**src/rtl/tm1638_frame_driver_if.sv**
```systemverilog
// TM1638 three-wire pad bundle: serial clock, strobe and a split bidirectional data line.
interface tm1638_frame_driver_if;
    logic tm1638_clk;
    logic tm1638_stb;
    logic tm1638_dio_in;
    logic tm1638_dio_out;
    logic tm1638_dio_out_en;

    modport master (
        output tm1638_clk,
        output tm1638_stb,
        output tm1638_dio_out,
        output tm1638_dio_out_en,
        input  tm1638_dio_in
    );

    modport slave (
        input  tm1638_clk,
        input  tm1638_stb,
        input  tm1638_dio_out,
        input  tm1638_dio_out_en,
        output tm1638_dio_in
    );
endinterface

```
**src/rtl/tm1638_frame_driver.sv**
```systemverilog
// Continuous TM1638 refresh: each frame writes a snapshot of digits/LEDs/brightness
// and reads the 32 raw key bits back.
module tm1638_frame_driver #(
    parameter int CLK_DIV  = 16,
    parameter int N_DIGITS = 8,
    parameter int N_LEDS   = 8
) (
    input  logic                  clk,
    input  logic                  rst,
    input  logic                  enable,
    input  logic [8*N_DIGITS-1:0] digits,
    input  logic [N_LEDS-1:0]     leds,
    input  logic [2:0]            brightness,
    input  logic                  display_on,
    output logic [31:0]           keys,
    output logic                  keys_valid,
    output logic                  frame_done,
    tm1638_frame_driver_if.master bus
);

    localparam int DW = $clog2(2 * CLK_DIV) + 1;
    localparam logic [DW-1:0] HALF_LAST = DW'(CLK_DIV - 1);
    localparam logic [DW-1:0] GAP_LAST  = DW'(2 * CLK_DIV - 1);

    typedef enum logic [2:0] {
        IDLE, STB_SETUP, BIT_LO, BIT_HI, TURN, STB_GAP
    } state_t;

    state_t          state_reg, state_next;
    logic [DW-1:0]   div_reg, div_next;
    logic [2:0]      bit_reg, bit_next;
    logic [4:0]      byte_reg, byte_next;
    logic [1:0]      txn_reg, txn_next;
    logic [31:0]     key_shift_reg, key_shift_next;
    logic [31:0]     keys_reg, keys_next;
    logic            keys_valid_reg, keys_valid_next;
    logic            frame_done_reg, frame_done_next;
    logic            tclk_reg, tclk_next;
    logic            stb_reg, stb_next;
    logic            dio_out_reg, dio_out_next;
    logic            dio_en_reg, dio_en_next;
    logic            snap;

    logic [63:0]     digits_ext;
    logic [7:0]      leds_ext;
    logic [63:0]     digit_snap_reg;
    logic [7:0]      led_snap_reg;
    logic [2:0]      bright_snap_reg;
    logic            on_snap_reg;
    logic [127:0]    data_bytes;

    logic [4:0]      last_byte;
    logic            reading;
    logic [1:0]      key_byte;
    logic [4:0]      key_idx;
    logic [3:0]      data_idx;
    logic [7:0]      tx_byte;

    // Unused digit/LED lanes are tied to zero so the 16 data bytes are always sent.
    for (genvar gi = 0; gi < 8; gi++) begin : g_lane
        if (gi < N_DIGITS) begin : g_dig
            assign digits_ext[8*gi +: 8] = digits[8*gi +: 8];
        end else begin : g_nodig
            assign digits_ext[8*gi +: 8] = 8'h00;
        end
        if (gi < N_LEDS) begin : g_led
            assign leds_ext[gi] = leds[gi];
        end else begin : g_noled
            assign leds_ext[gi] = 1'b0;
        end
        assign data_bytes[16*gi +: 8]     = digit_snap_reg[8*gi +: 8];
        assign data_bytes[16*gi + 8 +: 8] = {7'b0, led_snap_reg[gi]};
    end

    always_ff @(posedge clk) begin
        if (rst) begin
            digit_snap_reg  <= '0;
            led_snap_reg    <= '0;
            bright_snap_reg <= '0;
            on_snap_reg     <= 1'b0;
        end else if (snap) begin
            digit_snap_reg  <= digits_ext;
            led_snap_reg    <= leds_ext;
            bright_snap_reg <= brightness;
            on_snap_reg     <= display_on;
        end
    end

    always_comb begin
        case (txn_reg)
            2'd1:    last_byte = 5'd16;
            2'd3:    last_byte = 5'd4;
            default: last_byte = 5'd0;
        endcase
    end

    assign reading  = (txn_reg == 2'd3) && (byte_reg != 5'd0);
    assign key_byte = 2'(byte_reg - 5'd1);
    assign key_idx  = {key_byte, bit_reg};

    always_comb begin
        state_next      = state_reg;
        div_next        = div_reg + 1'b1;
        bit_next        = bit_reg;
        byte_next       = byte_reg;
        txn_next        = txn_reg;
        key_shift_next  = key_shift_reg;
        keys_next       = keys_reg;
        keys_valid_next = 1'b0;
        frame_done_next = 1'b0;
        snap            = 1'b0;
        case (state_reg)
            IDLE: begin
                div_next = '0;
                if (enable) begin
                    state_next = STB_SETUP;
                    txn_next   = 2'd0;
                    byte_next  = 5'd0;
                    snap       = 1'b1;
                end
            end
            STB_SETUP: begin
                if (div_reg == HALF_LAST) begin
                    state_next = BIT_LO;
                    div_next   = '0;
                    bit_next   = 3'd0;
                end
            end
            BIT_LO: begin
                if (div_reg == HALF_LAST) begin
                    state_next = BIT_HI;
                    div_next   = '0;
                end
            end
            BIT_HI: begin
                if (div_reg == HALF_LAST) begin
                    div_next = '0;
                    if (reading)
                        key_shift_next[key_idx] = bus.tm1638_dio_in;
                    if (bit_reg != 3'd7) begin
                        state_next = BIT_LO;
                        bit_next   = bit_reg + 3'd1;
                    end else if (byte_reg == last_byte) begin
                        state_next = STB_GAP;
                        // Publish the whole key word at once, including the bit sampled now.
                        if (txn_reg == 2'd3) begin
                            keys_next       = key_shift_next;
                            keys_valid_next = 1'b1;
                            frame_done_next = 1'b1;
                        end
                    end else if (txn_reg == 2'd3 && byte_reg == 5'd0) begin
                        state_next = TURN;
                        byte_next  = 5'd1;
                    end else begin
                        state_next = BIT_LO;
                        bit_next   = 3'd0;
                        byte_next  = byte_reg + 5'd1;
                    end
                end
            end
            TURN: begin
                if (div_reg == GAP_LAST) begin
                    state_next = BIT_LO;
                    div_next   = '0;
                    bit_next   = 3'd0;
                end
            end
            STB_GAP: begin
                if (div_reg == GAP_LAST) begin
                    div_next = '0;
                    if (txn_reg != 2'd3) begin
                        state_next = STB_SETUP;
                        txn_next   = txn_reg + 2'd1;
                        byte_next  = 5'd0;
                    end else if (enable) begin
                        state_next = STB_SETUP;
                        txn_next   = 2'd0;
                        byte_next  = 5'd0;
                        snap       = 1'b1;
                    end else begin
                        state_next = IDLE;
                    end
                end
            end
            default: state_next = IDLE;
        endcase
    end

    assign data_idx = 4'(byte_next - 5'd1);

    always_comb begin
        tx_byte = 8'h00;
        case (txn_next)
            2'd0: tx_byte = 8'h40;
            2'd1: tx_byte = (byte_next == 5'd0) ? 8'hC0 : data_bytes[{data_idx, 3'b000} +: 8];
            2'd2: tx_byte = {4'b1000, on_snap_reg, bright_snap_reg};
            2'd3: tx_byte = (byte_next == 5'd0) ? 8'h42 : 8'h00;
            default: tx_byte = 8'h00;
        endcase
    end

    // Pad outputs are registered from next-state values so they never glitch.
    always_comb begin
        tclk_next    = (state_next != BIT_LO);
        stb_next     = (state_next == IDLE) || (state_next == STB_GAP);
        dio_en_next  = (state_next != IDLE) &&
                       !(txn_next == 2'd3 &&
                         (state_next == TURN || state_next == STB_GAP || byte_next != 5'd0));
        dio_out_next = (state_next == BIT_LO) ? tx_byte[bit_next] : dio_out_reg;
    end

    always_ff @(posedge clk) begin
        if (rst) begin
            state_reg      <= IDLE;
            div_reg        <= '0;
            bit_reg        <= '0;
            byte_reg       <= '0;
            txn_reg        <= '0;
            key_shift_reg  <= '0;
            keys_reg       <= '0;
            keys_valid_reg <= 1'b0;
            frame_done_reg <= 1'b0;
            tclk_reg       <= 1'b1;
            stb_reg        <= 1'b1;
            dio_out_reg    <= 1'b0;
            dio_en_reg     <= 1'b0;
        end else begin
            state_reg      <= state_next;
            div_reg        <= div_next;
            bit_reg        <= bit_next;
            byte_reg       <= byte_next;
            txn_reg        <= txn_next;
            key_shift_reg  <= key_shift_next;
            keys_reg       <= keys_next;
            keys_valid_reg <= keys_valid_next;
            frame_done_reg <= frame_done_next;
            tclk_reg       <= tclk_next;
            stb_reg        <= stb_next;
            dio_out_reg    <= dio_out_next;
            dio_en_reg     <= dio_en_next;
        end
    end

    assign keys                  = keys_reg;
    assign keys_valid            = keys_valid_reg;
    assign frame_done            = frame_done_reg;
    assign bus.tm1638_clk        = tclk_reg;
    assign bus.tm1638_stb        = stb_reg;
    assign bus.tm1638_dio_out    = dio_out_reg;
    assign bus.tm1638_dio_out_en = dio_en_reg;

endmodule

```
**src/flat_wrapper.sv**
```systemverilog
// flat-port wrapper written by rule: the top's interface ports become plain ports
module tm1638_frame_driver_flat 
#(
    parameter int CLK_DIV  = 16,
    parameter int N_DIGITS = 8,
    parameter int N_LEDS   = 8
)
  (clk, rst, enable, digits, leds, brightness, display_on, keys, keys_valid, frame_done, bus_tm1638_clk, bus_tm1638_stb, bus_tm1638_dio_out, bus_tm1638_dio_out_en, bus_tm1638_dio_in);
  tm1638_frame_driver_if bus_i ();
  input  logic clk;
  input  logic rst;
  input  logic enable;
  input  logic [8*N_DIGITS-1:0] digits;
  input  logic [N_LEDS-1:0] leds;
  input  logic [2:0] brightness;
  input  logic display_on;
  output logic [31:0] keys;
  output logic keys_valid;
  output logic frame_done;
  output wire logic [$bits(bus_i.tm1638_clk)-1:0] bus_tm1638_clk;
  output wire logic [$bits(bus_i.tm1638_stb)-1:0] bus_tm1638_stb;
  output wire logic [$bits(bus_i.tm1638_dio_out)-1:0] bus_tm1638_dio_out;
  output wire logic [$bits(bus_i.tm1638_dio_out_en)-1:0] bus_tm1638_dio_out_en;
  input wire logic [$bits(bus_i.tm1638_dio_in)-1:0] bus_tm1638_dio_in;
  assign bus_tm1638_clk = bus_i.tm1638_clk;
  assign bus_tm1638_stb = bus_i.tm1638_stb;
  assign bus_tm1638_dio_out = bus_i.tm1638_dio_out;
  assign bus_tm1638_dio_out_en = bus_i.tm1638_dio_out_en;
  assign bus_i.tm1638_dio_in = bus_tm1638_dio_in;
  tm1638_frame_driver #(.CLK_DIV(CLK_DIV), .N_DIGITS(N_DIGITS), .N_LEDS(N_LEDS)) u_core (.clk(clk), .rst(rst), .enable(enable), .digits(digits), .leds(leds), .brightness(brightness), .display_on(display_on), .keys(keys), .keys_valid(keys_valid), .frame_done(frame_done), .bus(bus_i));
endmodule
```
**config.mk**
```make
export PLATFORM = sky130hd
export DESIGN_NAME = tm1638_frame_driver_flat
export DESIGN_NICKNAME = d
export VERILOG_FILES = /design/src/rtl/tm1638_frame_driver_if.sv /design/src/rtl/tm1638_frame_driver.sv /design/src/flat_wrapper.sv
export SDC_FILE = /design/constraint.sdc
export NUM_CORES = 1
export LEC_CHECK = 0
export CELL_PAD_IN_SITES_DETAIL_PLACEMENT = 0
export CELL_PAD_IN_SITES_GLOBAL_PLACEMENT = 1
export CORE_ASPECT_RATIO = 0.7
export CORE_MARGIN = 5
export CORE_UTILIZATION = 38
export CTS_BUF_LIST = sky130_fd_sc_hd__clkbuf_8
export DETAILED_ROUTE_END_ITERATION = 10
export PLACE_DENSITY = 0.83
export SLEW_MARGIN = 10
export SYNTH_ARGS = -nofsm -noshare
export SYNTH_HDL_FRONTEND = slang
export SYNTH_SLANG_ARGS = --single-unit
```
**constraint.sdc**
```tcl
create_clock -name clk -period 4.9 [get_ports clk]
set_input_delay 1.47 -clock clk [delete_from_list [all_inputs] [get_ports clk]]
set_output_delay 1.47 -clock clk [all_outputs]
set_load 0.02 [all_outputs]
```
==> out/summary.json <==
{
  "run_status": {"value": "finished, final reports clean"},
  "post_drt_via_cell_ratio": {"value": 5.325},
  "crit_path_cell_trace": {"value": "clkdlybuf4s50_1, or4b_1, nand2_1, o21ai_0, a32oi_1, ha_1, buf_12, xor2_4, buf_4, mux4_2, mux2i_1, a21oi_1, a311oi_1, o41ai_1"},
  "core_area": {"value": 0.02053, "unit": "sq mm"},
  "yosysWarnings": {"value": 0},
  "synthToLayoutAreaGrowth": {"value": 23.61, "unit": "%"},
  "routed_wl": {"value": 22270, "unit": "um"},
  "dp_hpwl": {"value": 15790, "unit": "um"},
  "max_cap_violation_count": {"value": 0},
  "syn_area_per_cell": {"value": 8.137, "unit": "sq um"},
  "grt_setup_unrepaired": {"value": "no"},
  "nNetsFinal": {"value": 1143},
  "power.share.switching": {"value": 28.37, "unit": "%"},
  "max_clock_freq": {"value": 215.8, "unit": "MHz"},
  "cts_clock_pin_slew_for_the_worst_setup_and_hold_paths": {"value": 0.10, "unit": "ns"},
  "drc": {"value": 0},
  "start_util": {"value": 38.20, "unit": "%"},
  "cp_data_arrival_time": {"value": 5.00, "unit": "ns"},
  "cts-resized-gates": {"value": 0},
  "post-cts-setup-buffer-count": {"value": 0},
  "cts_made_buffers": {"value": 17},
  "most-common-layout-cells": {"value": "sky130_fd_sc_hd__nand2_1 (180), sky130_fd_sc_hd__dfxtp_1 (164), sky130_fd_sc_hd__a21oi_1 (119)"},
  "clock_skew": {"value": 0.02042, "unit": "ns"},
  "p_leak": {"value": 3.410, "unit": "nW"},
  "layout.core_utilization": {"value": 47.22, "unit": "%"},
  "power.density": {"value": 278.4, "unit": "mW/mm^2"},
  "first_global_vias": {"value": 6514},
  "chipWidth": {"value": 181.7, "unit": "um"},
  "design.die.area": {"value": 0.02366, "unit": "sq mm"},
  "die-height": {"value": 130.2, "unit": "um"},
  "combPwrFrac": {"value": 8.4, "unit": "%"},
  "critPathSlowestCell": {"value": "sky130_fd_sc_hd__clkdlybuf4s50_1"},
  "groute.layer.met2.usage": {"value": 25.15, "unit": "%"},
  "synth.cell_area": {"value": 0.007844, "unit": "sq mm"},
  "synth_ff_type": {"value": "sky130_fd_sc_hd__dfxtp_1"},
  "cts.sink_count": {"value": 164},
  "tightest_slew": {"value": 1.088, "unit": "ns"},
  "global_route.usage.met1": {"value": 29.20, "unit": "%"},
  "hold_buffers": {"value": 0},
  "rows": {"value": 44},
  "power.internal": {"value": 1.933, "unit": "mW"},
  "p_clk_share": {"value": 39.3, "unit": "%"},
  "setup-violations-final": {"value": 0},
  "most_frequent_standard_cell_in_the_layout_excluding_fill_and_tap_cells": {"value": "sky130_fd_sc_hd__nand2_1"},
  "post_drt_wl_per_cell": {"value": 16.64, "unit": "um"},
  "global_route.overflow_total": {"value": 0},
  "timing.critical_path.fanout_max": {"value": 6},
  "crit_path_max_incr_delay": {"value": 0.56, "unit": "ns"},
  "gpl.final_weighted_congestion": {"value": 0.8423},
  "detailed_router_s_first_iteration_violation_count": {"value": 771},
  "globalRouteMet3Util": {"value": 4.820, "unit": "%"},
  "slew_headroom": {"value": 27.47, "unit": "%"},
  "tritoncts": {"value": "done"},
  "via_count": {"value": 7125},
  "synth_enable_flop_cells": {"value": 0},
  "ant_nets": {"value": 0},
  "setup.worst_path.start_class": {"value": "primary input"},
  "hold_path_depth": {"value": 2},
  "postSynth.asyncResetShare": {"value": 0, "unit": "%"},
  "grt.busiest_layer": {"value": "met1"},
  "fin_setup_tns": {"value": 0, "unit": "ns"},
  "ios": {"value": 118},
  "antenna_found_initial": {"value": 0},
  "crit_required": {"value": 5.26, "unit": "ns"},
  "worst_skew_pair.late_latency": {"value": 0.49, "unit": "ns"},
  "grt_max_degree": {"value": 77},
  "synth_fp_nets": {"value": 1058},
  "criticalPathCategory": {"value": "primary input to register"},
  "synthesis.instances": {"value": 964},
  "timing.final.max_slew_violations": {"value": 0},
  "htree_levels": {"value": 4},
  "ys_types": {"value": 56},
  "yosysSeqAreaShare": {"value": 41.86, "unit": "%"},
  "number_of_flip_flops_in_the_largest_register": {"value": 64},
  "cp_capture_type": {"value": "register"},
  "drt_pass1_iterations": {"value": 6},
  "total_switching_power": {"value": 0.7656, "unit": "mW"},
  "cts_root_buffer": {"value": "sky130_fd_sc_hd__clkbuf_8"},
  "worstRegToRegCells": {"value": 16},
  "number_of_antenna_cells_inserted": {"value": 0},
  "layout_worst_path_cycle_share": {"value": 94.55, "unit": "%"},
  "synth_seq_cells": {"value": 164},
  "clock_path_buffers": {"value": 2},
  "hold_class": {"value": "register to register"},
  "fraction_of_layout_cells_with_a_size_suffix_above_1": {"value": 7.345, "unit": "%"},
  "seq_power_share": {"value": 52.3, "unit": "%"},
  "fin_crit": {"value": 4.633, "unit": "ns"},
  "number_of_hold_violations_in_the_final_report": {"value": 0},
  "i_o_buffers": {"value": 117},
  "gr-usage-all-layers": {"value": 18.72, "unit": "%"},
  "worst_ir_drop_vdd": {"value": 0.1552, "unit": "mV"},
  "global_route_wire_length_before_repair": {"value": 35260, "unit": "um"}
}
## cell families after synthesis
logic type / Yosys count / share of synthesized area [%]
xor+xnor: 12 / 2.058
simple gates: 420 / 24.26
compound gates: 227 / 16.40
fa+ha+maj: 14 / 2.233
flops: 164 / 41.86
buf+inv: 81 / 4.084
mux: 46 / 9.108
## final cells by class
class | instances | area (sq um)
fillers | 2013 | 10840
multi-input cells | 719 | 4249
flip-flops and latches | 164 | 3283
repair buffers | 137 | 1339
well taps | 276 | 345.3
clock buffers | 17 | 234.0
clock inverters | 15 | 207.7
inverters | 10 | 37.54
## power by group through the flow
stage / clock (mW) / sequential (mW) / combinational [mW]
3_3_place_gp: 0 / 1.44 / 0.225
4_1_cts: 1.08 / 1.41 / 0.229
6_report: 1.06 / 1.41 / 0.228
3_5_place_dp: 0 / 1.44 / 0.228
5_1_grt: 1.13 / 1.41 / 0.254
2_1_floorplan: 0 / 1.42 / 0.130
## path summary, 6_finish.rpt
| check | slack (ns) | endpoint | start |
|---|---|---|---|
| max | 0.27 | u_core.bus.tm1638_dio_out$_SDFFE_PP0N_ | enable |
| max reg2reg | 0.70 | u_core.bus.tm1638_dio_out$_SDFFE_PP0N_ | u_core.byte_reg[0]$_SDFF_PP0_ |
| min reg2reg | 0.46 | u_core.digit_snap_reg[40]$_SDFFE_PP0P_ | u_core.digit_snap_reg[40]$_SDFFE_PP0P_ |
| min | 0.46 | u_core.digit_snap_reg[40]$_SDFFE_PP0P_ | u_core.digit_snap_reg[40]$_SDFFE_PP0P_ |
## through the flow
step	cell area, sq um	power [mW]	std cells	hold slack, ns	setup slack, ns
CTS	9696	2.719	1338	0.4619	0.3089
global route	9696	2.801	1338	0.4770	0.09445
floorplan	7844	1.555	964	0.4263	0.1934
detailed placement	9254	1.669	1306	0.4486	-0.1846
global placement	9254	1.667	1306	0.4446	-0.08408
finish	9696	2.699	1338	0.4603	0.2671
## critical path: cells and delay by family
family / cells / cell delay, ns
AND/OR/NAND/NOR: 2 / 0.63
adder cells (fa/ha/maj): 1 / 0.23
XOR/XNOR: 1 / 0.18
AO/OA/AOI/OAI: 5 / 0.86
multiplexers: 2 / 0.71
buffers and inverters: 3 / 0.89
## synth_stat cells (all sizes together), types with 18 or more instances
cell | n | share of area [%]
a211oi | 19 | 1.9
mux4 | 18 | 5.5
clkbuf | 56 | 2.7
mux2i | 26 | 3.3
nor3 | 22 | 1.4
nor2 | 92 | 4.4
a21oi | 119 | 7.6
dfxtp | 164 | 42
nand2 | 180 | 8.6
o21ai | 57 | 3.6
nand3 | 40 | 2.6
and3 | 23 | 1.8
## per-layer routing
metal / part of all wire (%) / routed length [um]
met1: 52 / 11660
met2: 39 / 8713
met4: 1.0 / 222
met3: 7.5 / 1675
met5: 0 / 0
No activity file was read; power rests on OpenSTA's default activity.
